$ cat src/rtl/issue_pkg.sv
// issue_pkg: shared decode constants, the decode-result struct and the
// instruction decode helper used by the issue scheduler.
package issue_pkg;

   localparam logic [5:0] OP_RTYPE = 6'b000000;
   localparam logic [5:0] OP_LW    = 6'b100011;
   localparam logic [5:0] OP_SW    = 6'b101011;
   localparam logic [5:0] OP_BEQ   = 6'b000100;
   localparam logic [5:0] OP_BNE   = 6'b000101;
   localparam logic [5:0] OP_J     = 6'b000010;
   localparam logic [5:0] OP_JAL   = 6'b000011;
   localparam logic [5:0] OP_ADDI  = 6'b001000;
   localparam logic [5:0] OP_ANDI  = 6'b001100;
   localparam logic [5:0] OP_ORI   = 6'b001101;
   localparam logic [5:0] FN_JR    = 6'b001000;

   localparam logic [31:0] NOP_WORD = 32'h0000_0000;

   typedef struct packed {
      logic [4:0] src1;
      logic [4:0] src2;
      logic       use1;
      logic       use2;
      logic [4:0] dest;
      logic       writes;   // set only for a nonzero destination
      logic       is_ctrl;
   } dec_t;

   // Decode register usage and control class of one instruction word.
   function automatic dec_t decode_instr(input logic [31:0] instr);
      dec_t d;
      d.src1    = instr[25:21];
      d.src2    = instr[20:16];
      d.use1    = 1'b1;
      d.use2    = 1'b1;
      d.dest    = 5'd0;
      d.writes  = 1'b0;
      d.is_ctrl = 1'b0;
      case (instr[31:26])
         OP_RTYPE: begin
            if (instr[5:0] == FN_JR) begin
               d.use2    = 1'b0;
               d.is_ctrl = 1'b1;
            end else begin
               d.dest   = instr[15:11];
               d.writes = 1'b1;
            end
         end
         OP_LW, OP_ADDI, OP_ANDI, OP_ORI: begin
            d.use2   = 1'b0;
            d.dest   = instr[20:16];
            d.writes = 1'b1;
         end
         OP_SW: begin
            d.writes = 1'b0;
         end
         OP_BEQ, OP_BNE: begin
            d.is_ctrl = 1'b1;
         end
         OP_J: begin
            d.use1    = 1'b0;
            d.use2    = 1'b0;
            d.is_ctrl = 1'b1;
         end
         OP_JAL: begin
            d.use1    = 1'b0;
            d.use2    = 1'b0;
            d.is_ctrl = 1'b1;
            d.dest    = 5'd31;
            d.writes  = 1'b1;
         end
         default: begin
            d.writes = 1'b0;
         end
      endcase
      // gr0 is hardwired, and the all-zero word is a pure NOP.
      d.writes = d.writes && (d.dest != 5'd0) && (instr != NOP_WORD);
      return d;
   endfunction

endpackage

$ cat src/rtl/issue_fifo.sv
// issue_fifo: 32-bit instruction buffer, FIFO_DEPTH entries (power of two).
// Ports: i_clk, i_rst_n (async active-low), i_push/i_data write side,
//        i_pop read side, o_data = current head, o_count = occupancy,
//        o_empty = no entries.
module issue_fifo #(
   parameter int FIFO_DEPTH = 4
) (
   input  logic                        i_clk,
   input  logic                        i_rst_n,
   input  logic                        i_push,
   input  logic [31:0]                 i_data,
   input  logic                        i_pop,
   output logic [31:0]                 o_data,
   output logic [$clog2(FIFO_DEPTH):0] o_count,
   output logic                        o_empty
);

   localparam int AW = $clog2(FIFO_DEPTH);
   localparam int CW = AW + 1;

   logic [31:0]   r_mem [FIFO_DEPTH];
   logic [AW-1:0] r_wr_ptr;
   logic [AW-1:0] r_rd_ptr;
   logic [CW-1:0] r_count;
   logic          w_do_push;
   logic          w_do_pop;

   assign w_do_push = i_push && (r_count != CW'(FIFO_DEPTH));
   assign w_do_pop  = i_pop && (r_count != CW'(0));
   assign o_data    = r_mem[r_rd_ptr];
   assign o_count   = r_count;
   assign o_empty   = (r_count == CW'(0));

   // Storage, pointers (wrap naturally at power-of-two depth) and occupancy.
   always_ff @(posedge i_clk or negedge i_rst_n) begin
      if (!i_rst_n) begin
         for (int i = 0; i < FIFO_DEPTH; i++) begin
            r_mem[i] <= 32'h0000_0000;
         end
         r_wr_ptr <= '0;
         r_rd_ptr <= '0;
         r_count  <= '0;
      end else begin
         if (w_do_push) begin
            r_mem[r_wr_ptr] <= i_data;
            r_wr_ptr        <= r_wr_ptr + AW'(1);
         end
         if (w_do_pop) begin
            r_rd_ptr <= r_rd_ptr + AW'(1);
         end
         case ({w_do_push, w_do_pop})
            2'b10:   r_count <= r_count + CW'(1);
            2'b01:   r_count <= r_count - CW'(1);
            default: r_count <= r_count;
         endcase
      end
   end

endmodule

$ cat src/rtl/instr_issue_scheduler.sv
// instr_issue_scheduler: buffers instruction words and issues them to the
// CPU, inserting bubbles only for RAW hazards and control-transfer shadows.
// Ports: clock, rst_n (async active-low); in_valid/in_instr/in_ready input
//        handshake; out_instr registered word to the CPU (0 when idle or
//        bubbling); out_bubble / out_issue classify out_instr;
//        issue_cnt / bubble_cnt saturating statistics.
module instr_issue_scheduler
   import issue_pkg::*;
#(
   parameter int PIPE_DEPTH = 4,
   parameter int BR_SHADOW  = 4,
   parameter int FIFO_DEPTH = 4,
   parameter int CNT_W      = 16
) (
   input  logic             clock,
   input  logic             rst_n,
   input  logic             in_valid,
   input  logic [31:0]      in_instr,
   output logic             in_ready,
   output logic [31:0]      out_instr,
   output logic             out_bubble,
   output logic             out_issue,
   output logic [CNT_W-1:0] issue_cnt,
   output logic [CNT_W-1:0] bubble_cnt
);

   localparam int FCW  = $clog2(FIFO_DEPTH) + 1;
   localparam int SH_W = (BR_SHADOW > 0) ? $clog2(BR_SHADOW + 1) : 1;
   localparam logic [SH_W-1:0] SH_LOAD = SH_W'(BR_SHADOW);

   logic [31:0]     w_head;
   logic [FCW-1:0]  w_count;
   logic            w_empty;
   logic            w_push;
   logic            w_pop;
   dec_t            w_dec;
   logic            w_hazard;
   logic            w_issue;
   logic            w_bubble;
   logic [SH_W-1:0] w_shadow_nxt;

   logic [PIPE_DEPTH-1:0] r_sb_valid;
   logic [4:0]            r_sb_dest [PIPE_DEPTH];
   logic [SH_W-1:0]       r_shadow;
   logic [31:0]           r_out_instr;
   logic                  r_out_bubble;
   logic                  r_out_issue;
   logic [CNT_W-1:0]      r_issue_cnt;
   logic [CNT_W-1:0]      r_bubble_cnt;

   // Ready comes from the registered count only, so a pop in the same cycle
   // never opens room for a push into a full buffer.
   assign in_ready = (w_count < FCW'(FIFO_DEPTH));
   assign w_push   = in_valid && in_ready;
   assign w_pop    = w_issue;

   issue_fifo #(
      .FIFO_DEPTH(FIFO_DEPTH)
   ) u_fifo (
      .i_clk   (clock),
      .i_rst_n (rst_n),
      .i_push  (w_push),
      .i_data  (in_instr),
      .i_pop   (w_pop),
      .o_data  (w_head),
      .o_count (w_count),
      .o_empty (w_empty)
   );

   assign w_dec = decode_instr(w_head);

   // RAW hazard: a used, nonzero source of the head matches any live slot.
   always_comb begin
      w_hazard = 1'b0;
      for (int i = 0; i < PIPE_DEPTH; i++) begin
         if (r_sb_valid[i]) begin
            if (w_dec.use1 && (w_dec.src1 != 5'd0) && (w_dec.src1 == r_sb_dest[i])) begin
               w_hazard = 1'b1;
            end else if (w_dec.use2 && (w_dec.src2 != 5'd0) && (w_dec.src2 == r_sb_dest[i])) begin
               w_hazard = 1'b1;
            end else begin
               w_hazard = w_hazard;
            end
         end else begin
            w_hazard = w_hazard;
         end
      end
   end

   // Per-cycle decision: shadow, then empty, then hazard, then issue.
   always_comb begin
      w_issue      = 1'b0;
      w_bubble     = 1'b0;
      w_shadow_nxt = r_shadow;
      if (r_shadow != SH_W'(0)) begin
         w_bubble     = 1'b1;
         w_shadow_nxt = r_shadow - SH_W'(1);
      end else if (w_empty) begin
         w_issue = 1'b0;
      end else if (w_hazard) begin
         w_bubble = 1'b1;
      end else begin
         w_issue = 1'b1;
         if (w_dec.is_ctrl) begin
            w_shadow_nxt = SH_LOAD;
         end else begin
            w_shadow_nxt = r_shadow;
         end
      end
   end

   // Scoreboard shift register and shadow counter.
   always_ff @(posedge clock or negedge rst_n) begin
      if (!rst_n) begin
         r_sb_valid <= '0;
         for (int i = 0; i < PIPE_DEPTH; i++) begin
            r_sb_dest[i] <= 5'd0;
         end
         r_shadow <= '0;
      end else begin
         r_sb_valid[0] <= w_issue && w_dec.writes;
         r_sb_dest[0]  <= w_dec.dest;
         for (int i = 1; i < PIPE_DEPTH; i++) begin
            r_sb_valid[i] <= r_sb_valid[i-1];
            r_sb_dest[i]  <= r_sb_dest[i-1];
         end
         r_shadow <= w_shadow_nxt;
      end
   end

   // Registered outputs and saturating statistics counters.
   always_ff @(posedge clock or negedge rst_n) begin
      if (!rst_n) begin
         r_out_instr  <= NOP_WORD;
         r_out_bubble <= 1'b0;
         r_out_issue  <= 1'b0;
         r_issue_cnt  <= '0;
         r_bubble_cnt <= '0;
      end else begin
         r_out_instr  <= w_issue ? w_head : NOP_WORD;
         r_out_bubble <= w_bubble;
         r_out_issue  <= w_issue;
         if (w_issue && (r_issue_cnt != {CNT_W{1'b1}})) begin
            r_issue_cnt <= r_issue_cnt + CNT_W'(1);
         end
         if (w_bubble && (r_bubble_cnt != {CNT_W{1'b1}})) begin
            r_bubble_cnt <= r_bubble_cnt + CNT_W'(1);
         end
      end
   end

   assign out_instr  = r_out_instr;
   assign out_bubble = r_out_bubble;
   assign out_issue  = r_out_issue;
   assign issue_cnt  = r_issue_cnt;
   assign bubble_cnt = r_bubble_cnt;

endmodule

$ cat config.mk
export PLATFORM = sky130hd
export DESIGN_NAME = instr_issue_scheduler
export DESIGN_NICKNAME = d
export VERILOG_FILES = /design/src/rtl/issue_pkg.sv /design/src/rtl/issue_fifo.sv /design/src/rtl/instr_issue_scheduler.sv
export SDC_FILE = /design/constraint.sdc
export NUM_CORES = 1
export LEC_CHECK = 0
export BUFFER_PORTS_ARGS = -buffer_cell sky130_fd_sc_hd__buf_4
export CAP_MARGIN = 20
export CORE_MARGIN = 2
export CORE_UTILIZATION = 50
export DETAILED_ROUTE_END_ITERATION = 8
export MAX_ROUTING_LAYER = met4
export PLACE_DENSITY = 0.76
export REMOVE_ABC_BUFFERS = 1
export SETUP_SLACK_MARGIN = 0.1
export SLEW_MARGIN = 20
export SYNTH_ARGS = -nofsm -noshare
export SYNTH_HDL_FRONTEND = slang
export SYNTH_SLANG_ARGS = --single-unit
$ cat constraint.sdc
create_clock -name clock -period 4 [get_ports clock]
set_input_delay 0 -clock clock [delete_from_list [all_inputs] [get_ports clock]]
set_output_delay 0 -clock clock [all_outputs]
set_load 0.05 [all_outputs]
==> impl_metrics.ini, run 1 <==
[timing]
slew_viol_final = 0
setup_tns_ns = 0
rsz0062_at_grt = false
hold_viol = 0
timing.fmax_mhz = 274.7
setup-violations-final = 0
min_period_ns = 3.640
maxSlewHeadroom = 0.2969
skew_ns = 0.01126
post-route-period-util = 0.9100
hold-worst-slack_ns = 0.1113
worstMarginPinSlew_ns = 1.055

[layout]
layout.cells.non_filler = 1151
final_common_cell = dfrtp_1
seq_area_um2 = 5709
area.growth.synth_to_final_pct = 21.98
nNetsFinal = 907
final_cell_mix = dfrtp_1, mux2_2, buf_4
n_antenna_cell = 0
fillers = 1554
multiInputGateArea_um2 = 4218
drive_gt1_frac = 0.3837

[grt]
grt-ovfl-total = 0
top_usage_layer = met2
grt_pass1_wl_um = 34820
grt_max_degree = 132
antenna_found_initial = 0
gr-usage-all-layers = 0.2066
met1_usage = 0.2767
use_met2 = 0.3408
grt_use_met3 = 0.03156
grt_pass1_vias = 6665

[route]
dr_total_vias = 6276
vias_per_cell = 5.453
drc = 0
wl_um = 20880
drtIter0Drc = 218
wire_per_inst_um = 18.14
drtAntennaViolNets = 0
drt_pass1_iterations = 5

[worst_setup_path]
setup.worst_path.class = reg -> reg
cp-end-kind = register
crit_path_start_kind = register
crit_arrival_ns = 4.06
r2r-start = u_fifo.r_rd_ptr[0]
path_delay_family = simple AND/OR/NAND/NOR gates
cpMaxStageDelayCell = dfrtp_4
path_max_fanout = 12
crit_buf_inv = 3
cp_cell_sequence = buf_12, mux4_2, nor4b_2, a21oi_1, o221a_4, o41ai_4, nand4_4, inv_1, ha_1, inv_1, fa_1, xor2_1, nor2_1, xnor2_1
critPathLaunch = u_fifo.r_rd_ptr[0]
cp_common_cell = inv_1
max_stage_delay_ns = 0.58
r2r_setup_slack_ns = 0.36
worstPathRequired_ns = 4.42

[logic_synthesis]
yosysTopAreaCell = dfrtp_1
yosysTopAreaCellShare = 0.5623
synth_area_um2 = 10150
ys_seq_elements = 228
synth_async_sr_flop_share = 1.000
synth_area_per_cell_um2 = 14.11
synth.area.top_cells = dfrtp_1, mux2_2, mux4_2
synth_edf_count = 0
synth_warnings = 0
synth_cell_types = 50
syn_inst = 719
synth_flop_cell = dfrtp_1
seq_area_frac_synth = 0.5623

[die]
core-area_um2 = 20100
io_pins = 102
die_x_um = 146.5
die-area_um2 = 21450
start_util = 0.5047
die-height_um = 146.5
rows = 52

[placement]
dp_cells = 1073
dp_hpwl_um = 13500
place_congestion = 0.8574
numPortBuffers = 101

[pwr]
max-vdd-ir-drop_v = 0.0005882
power.density_nw_per_um2 = 876.5
p_leak_nw = 5.632
p_total_w = 0.01085

[clock_network]
clockBufferDepth = 3
numCtsBuffers = 24
clk_latency_ns = 0.51
cts.sinks = 228
cts_root_buffer = clkbuf_16
post-cts-setup-buffer-count = 0
htree_levels = 1
cts_tree = done
path_clk_slew_ns = 0.06

[worst_hold_path]
worst_hold_path_type = in -> async

[outcome]
status = finished, final reports clean

[flow_run]
drv_cap = 0
[registers in the layout, indices dropped and copies added (netlist names)]
name             cells
u_fifo.r_wr_ptr      2
r_sb_valid           4
u_fifo.r_rd_ptr      2
r_shadow             3
u_fifo.r_mem       128
r_sb_dest           20
bubble_cnt          16
out_bubble           1
out_issue            1
out_instr           32
u_fifo.o_count       3
issue_cnt           16
[power breakdown]
part           internal [W]  leakage, nW  switching (W)
logic               0.00223         2.38        0.00261
clock network       0.00129        0.384       0.000924
registers           0.00324         2.87       0.000546
[layer usage]
layer / vias to the layer above / wire [um]
li1: 2851 / -
met1: 3244 / 9234
met2: 156 / 10340
met3: 25 / 1028
met4: 0 / 279
met5: - / 0
[cell usage after synthesis (all sizes together) (14+ instances only)]
cell type and n:
inv 18, xor2 28, nand3 16, nand2 32
xnor2 47, buf 25, nor2b 17, dfrtp 228
mux4 32, and2 22, and3 14, mux2 130
[what timing repair did]
item,4_1_cts,5_1_grt
hold buffers,34,0
endpoints found under the setup margin,0,1
resized for setup,0,2
endpoints found under the hold margin,258,0
[through the flow]
| stage | cell area (um^2) | setup WS (ns) | utilization |
|---|---|---|---|
| after global placement | 11230 | 0.3218 | 0.5588 |
| after global routing | 12380 | 0.1258 | 0.6157 |
| final | 12380 | 0.3599 | 0.6157 |
| after CTS | 12380 | 0.2483 | 0.6156 |
| after floorplan | 9991 | -0.9272 | - |
| after detailed placement | 11230 | 0.2646 | 0.5588 |
[final timing paths]
kind                                     endpoint  cells after the start
worst min-delay path                out_instr[16]                      2
min in group clock               u_fifo.r_mem[98]                      3
worst min register to register      r_sb_valid[1]                      0
worst max register to register  u_fifo.o_count[2]                     14
worst max-delay path            u_fifo.o_count[2]                     14
max in group asynchronous       u_fifo.r_mem[122]                      3
[area by class of cell]
cell class	count	share of cell area
inverter	18	0.005458
multi-input combinational	441	0.3407
tap	270	0.02729
sequential	228	0.4612
timing repair buffer	150	0.1005
clock buffer	26	0.05165
clock inverter	18	0.01314
[logic make-up (layout without fill, tap and decap cells)]
group                      Yosys count  count (layout)  synth area share
AOI/OAI and AO/OA                   28              28           0.02220
adders and majority gates            9               9           0.01184
muxes                              167             167            0.2202
buffers and inverters               50             212           0.02207
DFF                                228             228            0.5623
xor gates and xnor gates            75              75           0.06473
and+or+nand+nor                    162             162           0.09667
Power figures use the tool's default switching activity.
==> inputs of run 2 (changes only) <==
- ABC_AREA: default -> 1
- MAX_ROUTING_LAYER: met4 -> default
- PLACE_DENSITY: 0.76 -> 0.72
==> impl_metrics.ini, run 2 <==
[layout]
top_register = u_fifo.r_mem
final_util = 0.6262
nNetsFinal = 1397
layout.cells.non_filler = 1643
area.growth.synth_to_final_pct = 21.96
final_cell_mix = nand2_1, dfrtp_1, o21ai_0
final_common_cell = nand2_1
n_antenna_cell = 0
fillers = 1731
drive_gt1_frac = 0.1464
largest_register_ffs = 128

[timing]
rsz0062_at_grt = false
slew_viol_final = 0
skew_ns = 0.01100
min_period_ns = 3.547
post-route-period-util = 0.8867
hold-worst-slack_ns = 0.07883
worstMarginPinSlew_ns = 0.7827
maxSlewHeadroom = 0.4782
setup-violations-final = 0
timing.fmax_mhz = 281.9
hold_viol = 0

[route]
dr_total_vias = 8453
drt_pass1_iterations = 5
wl_um = 23940
vias_per_cell = 5.145
wire_per_inst_um = 14.57
drtAntennaViolNets = 0
drc = 0
drtIter0Drc = 564

[logic_synthesis]
synth_compound_area_frac = 0.08855
synth.area.top_cells = dfrtp_1, nand2_1, o21ai_0
synth_area_per_cell_um2 = 8.529
synth_async_sr_flop_share = 1.000
syn_inst = 1226
synthSimpleGateAreaFrac = 0.2375
yosysTopAreaCellShare = 0.5457
yosysTopAreaCell = dfrtp_1
seq_area_frac_synth = 0.5457
synth.most_common_cell = nand2_1
synth-xor-area-share = 0.05696
synth_top_family_by_area = simple AND/OR/NAND/NOR gates
synth_area_um2 = 10460
synth_mux_area_frac = 0
synth_edf_count = 0
synth_cell_types = 31
synthAdderAreaFrac = 0.01149
synth_flop_cell = dfrtp_1
ys_seq_elements = 228
synth_commonest_cells = nand2_1, dfrtp_1, o21ai_0
synth_warnings = 0

[clock_network]
cts_root_buffer = clkbuf_16
numCtsBuffers = 26
cts.sinks = 228
cts_tree = done
path_clk_slew_ns = 0.06
clockBufferDepth = 3
htree_levels = 1
clk_latency_ns = 0.53

[die]
die-height_um = 148.6
io_pins = 102
die-area_um2 = 22080
core-area_um2 = 20360
die_x_um = 148.6
start_util = 0.5135
rows = 52

[worst_setup_path]
setup.worst_path.class = reg -> reg
path_max_fanout = 10
critPathLaunch = u_fifo.r_rd_ptr[0]
r2r-start = u_fifo.r_rd_ptr[0]
reg2reg_depth = 21
worstPathRequired_ns = 4.40
crit_path_start_kind = register
max_stage_delay_ns = 0.44
cp-endpoint = u_fifo.o_count[2]
cp-end-kind = register
r2r_setup_slack_ns = 0.45
reg2reg_to = u_fifo.o_count[2]
cpMaxStageDelayCell = dfrtp_2
cp_common_cell = nand2_1
cp_cell_sequence = buf_4, buf_4, nand2_1, nand3_1, nand2_1, nand2_1, nor3_1, nor2_1, nand3b_1, nand2_1, nand2_1, nand2_1, nor3_2, nand2_2, inv_2, ha_1, inv_1, fa_1, a21oi_1, o21ai_0, xor2_1
crit_arrival_ns = 3.95

[outcome]
status = finished, final reports clean

[worst_hold_path]
worst_hold_path_type = in -> async

[flow_run]
drv_cap = 0

[grt]
grt_max_degree = 106
grt_pass1_wl_um = 40580
grt_pass1_vias = 8248
gr-usage-all-layers = 0.2249
antenna_found_initial = 0
grt-ovfl-total = 0

[pwr]
p_leak_nw = 6.347
power.density_nw_per_um2 = 853.1
max-vdd-ir-drop_v = 0.0005757

[placement]
dp_cells = 1559
dp_hpwl_um = 15220
numPortBuffers = 101
place_congestion = 0.8882
[run 2: routing by layer]
layer  up-vias  share of wire  global-route usage
li1       4171              -                   -
met1      4027           0.48              0.3276
met2       217           0.46              0.3560
met3        38          0.047             0.03129
met4         0          0.019             0.06333
met5         -              0                   0
[run 2: power breakdown]
group	switching, W	total, W	leakage (nW)	internal [W]
sequential	0.000501	0.00367	2.96	0.00316
clock	0.000935	0.00256	0.467	0.00162
combinational	0.00315	0.00465	2.92	0.00151
[run 2: layout make-up]
cell class	count	area, um^2	area share
flip-flops and latches	228	5707	0.4475
multi-input cells	854	4148	0.3253
well taps	270	337.8	0.02649
repair buffers	154	1286	0.1009
clock buffers	34	742.0	0.05818
clock inverters	14	197.7	0.01550
inverters	89	334.1	0.02620
[run 2: per-stage QoR]
stage	total power (W)	instance area, um^2	setup WS [ns]	setup TNS (ns)
floorplan	0.006860	10160	-1.057	-10.62
global placement	0.008134	11410	0.5724	0
detailed placement	0.008260	11450	0.4225	0
CTS	0.01089	12730	0.3888	0
global route	0.01169	12750	0.09686	0
finish	0.01088	12750	0.4530	0
[run 2: critical path, delay by kind of cell (launching register included)]
kind                     cells  cell delay, ns
AND/OR/NAND/NOR             12            1.59
adder cells (fa/ha/maj)      2            0.51
buffers and inverters        4            0.47
flip-flops                   1            0.44
AO/OA/AOI/OAI                2            0.25
XOR/XNOR                     1            0.15
[run 2: kinds of logic (layout without fill, tap and decap cells)]
family | after synthesis | count (layout)
DFF | 228 | 228
adders and majority gates | 9 | 9
xor gates and xnor gates | 68 | 68
AOI/OAI and AO/OA | 179 | 179
buffers and inverters | 144 | 291
and+or+nand+nor | 598 | 598
[run 2: worst min-delay path by stage]
stage / slack [ns] / end / cells past startpoint
floorplan: -0.30 / bubble_cnt[0] / 0
global placement: 0.1 / out_instr[9] / 1
detailed placement: 0.1 / out_instr[9] / 1
CTS: 0.13 / out_instr[9] / 2
global route: 0.17 / out_instr[9] / 2
finish: 0.08 / out_instr[9] / 2
[run 2: what timing repair did]
action	CTS	global route
setup endpoints to repair	0	1
buffers inserted	0	2
resized for setup	0	3
endpoints found under the hold margin	232	0
hold buffers	34	0
==> inputs of run 3 (changes only) <==
- CELL_PAD_IN_SITES_DETAIL_PLACEMENT: default -> 1
- CELL_PAD_IN_SITES_GLOBAL_PLACEMENT: default -> 2
- CORE_UTILIZATION: 50 -> 36
- PLACE_DENSITY: 0.72 -> 0.82
==> impl_metrics.ini, run 3 (synthesized netlist as in run 2, its figures left out) <==
[clock_network]
cts_tree = done
htree_levels = 1
cts.sinks = 228
cts_root_buffer = clkbuf_16
path_clk_slew_ns = 0.06
clk_latency_ns = 0.53
post-cts-setup-buffer-count = 0
numCtsBuffers = 28
clockBufferDepth = 3

[route]
drtAntennaViolNets = 0
drc = 0
wire_per_inst_um = 16.26
wl_um = 28560
drtIter0Drc = 426
dr_total_vias = 8531
vias_per_cell = 4.858
drt_pass1_iterations = 5

[worst_setup_path]
r2r-start = u_fifo.r_rd_ptr[0]
max_stage_delay_ns = 0.37
setup.worst_path.class = reg -> reg
cp-end-kind = register
crit_path_start_kind = register
cp_common_cell = nand2_1
path_max_fanout = 20
crit_arrival_ns = 3.99
cp_cell_sequence = inv_2, buf_4, nand2_1, nand3_1, nand2_1, nand2_1, nor2_1, nand2_1, nor2_1, nor2_1, nand3_1, nand2_1, nand2_1, nand2_1, nor3_2, nand2_2, inv_2, ha_1, inv_1, fa_1, a21oi_1, o21ai_0, xor2_1
cpMaxStageDelayCell = dfrtp_2
critPathLaunch = u_fifo.r_rd_ptr[0]
worstPathRequired_ns = 4.42

[timing]
hold_viol = 0
skew_ns = 0.007693
post-route-period-util = 0.8944
setup-violations-final = 0
rsz0062_at_grt = true
slew_viol_final = 0
maxSlewHeadroom = 0.3330
min_period_ns = 3.578
setup_tns_ns = 0
worstMarginPinSlew_ns = 0.9970
timing.fmax_mhz = 279.5

[grt]
grt_pass1_wl_um = 47720
gr-usage-all-layers = 0.1925
grt_pass1_vias = 9117
grt-ovfl-total = 0
antenna_found_initial = 0
grt_max_degree = 105

[layout]
nNetsFinal = 1397
top_register = u_fifo.r_mem
multiInputGateArea_um2 = 4143
layout.cells.non_filler = 1756
fillers = 3358
final_common_cell = nand2_1
seq_area_um2 = 5707
area.growth.synth_to_final_pct = 22.86
final_cell_mix = nand2_1, dfrtp_1, o21ai_0
n_antenna_cell = 0
largest_register_ffs = 128
drive_gt1_frac = 0.1443

[die]
die-area_um2 = 30420
core-area_um2 = 28630
die-height_um = 174.4
start_util = 0.3653
io_pins = 102
rows = 62
die_x_um = 174.4

[outcome]
status = finished, final reports clean

[placement]
place_congestion = 0.8511
dp_hpwl_um = 18670
dp_cells = 1673
numPortBuffers = 101

[worst_hold_path]
worst_hold_path_type = in -> async

[pwr]
max-vdd-ir-drop_v = 0.0004016
power.density_nw_per_um2 = 855.1
p_leak_nw = 6.319

[flow_run]
drv_cap = 0
==> run 3: cell count changes in the layout (fill, tap and decap cells not counted), moves of 2 or more <==
cell       before  now
nor2_1         57   59
bufinv_16       5    2
nor2_2         10    8
clkbuf_8        4    7
==> run 3: what timing repair did <==
item	in CTS	in global routing
hold endpoints to repair	231	0
endpoints found under the setup margin	0	1
hold buffers	34	0
resized for setup	0	1
==> run 3: layout make-up <==
type / instances / share of cell area
flip-flops and latches: 228 / 0.4442
multi-input cells: 854 / 0.3225
repair buffers: 152 / 0.09798
clock buffers: 39 / 0.06321
well taps: 384 / 0.03740
inverters: 89 / 0.02601
clock inverters: 10 / 0.008669
==> run 3: per-layer routing <==
metal / part of all wire / wire length, um / global-route usage / up-vias
met1: 0.48 / 13700 / 0.2704 / 4208
li1: - / - / - / 4175
met3: 0.032 / 927 / 0.02034 / 33
met4: 0.016 / 468 / 0.03922 / 0
met2: 0.47 / 13460 / 0.3234 / 115
met5: 0 / 0 / 0 / -
==> run 3: final timing paths <==
check	to	slack, ns	cells after the start
worst max register to register	u_fifo.o_count[2]	0.42	23
worst max-delay path	u_fifo.o_count[2]	0.42	23
min in group clock	u_fifo.r_mem[41]	0.32	4
worst min register to register	r_sb_valid[2]	0.37	0
worst min-delay path	out_issue	0.08	2
max in group asynchronous	u_fifo.r_rd_ptr[0]	2.89	3
==> run 3: power by group <==
group | internal [W] | switching [W]
combinational | 0.00149 | 0.00330
sequential | 0.00317 | 0.000506
clock | 0.00153 | 0.000983
==> run 3: per-stage QoR <==
stage	hold slack, ns	total power, W	area [um^2]	worst slack, ns	utilization
after detailed placement	0.1082	0.008502	11580	0.4431	0.4045
after global placement	0.1156	0.008346	11580	0.4563	0.4045
after floorplan	-0.2956	0.006860	10160	-1.057	-
final	0.08329	0.01098	12850	0.4223	0.4488
after global routing	0.1679	0.01185	12850	0.09022	0.4488
after CTS	0.1409	0.01112	12840	0.4316	0.4486
==> run 3: critical path: cells and delay by family, from the launching register on <==
| family | cells | cell delay [ns] |
|---|---|---|
| buffers and inverters | 4 | 0.55 |
| and+or+nand+nor | 14 | 1.63 |
| adders and majority gates | 2 | 0.50 |
| DFF | 1 | 0.37 |
| xor gates and xnor gates | 1 | 0.15 |
| AOI/OAI and AO/OA | 2 | 0.24 |
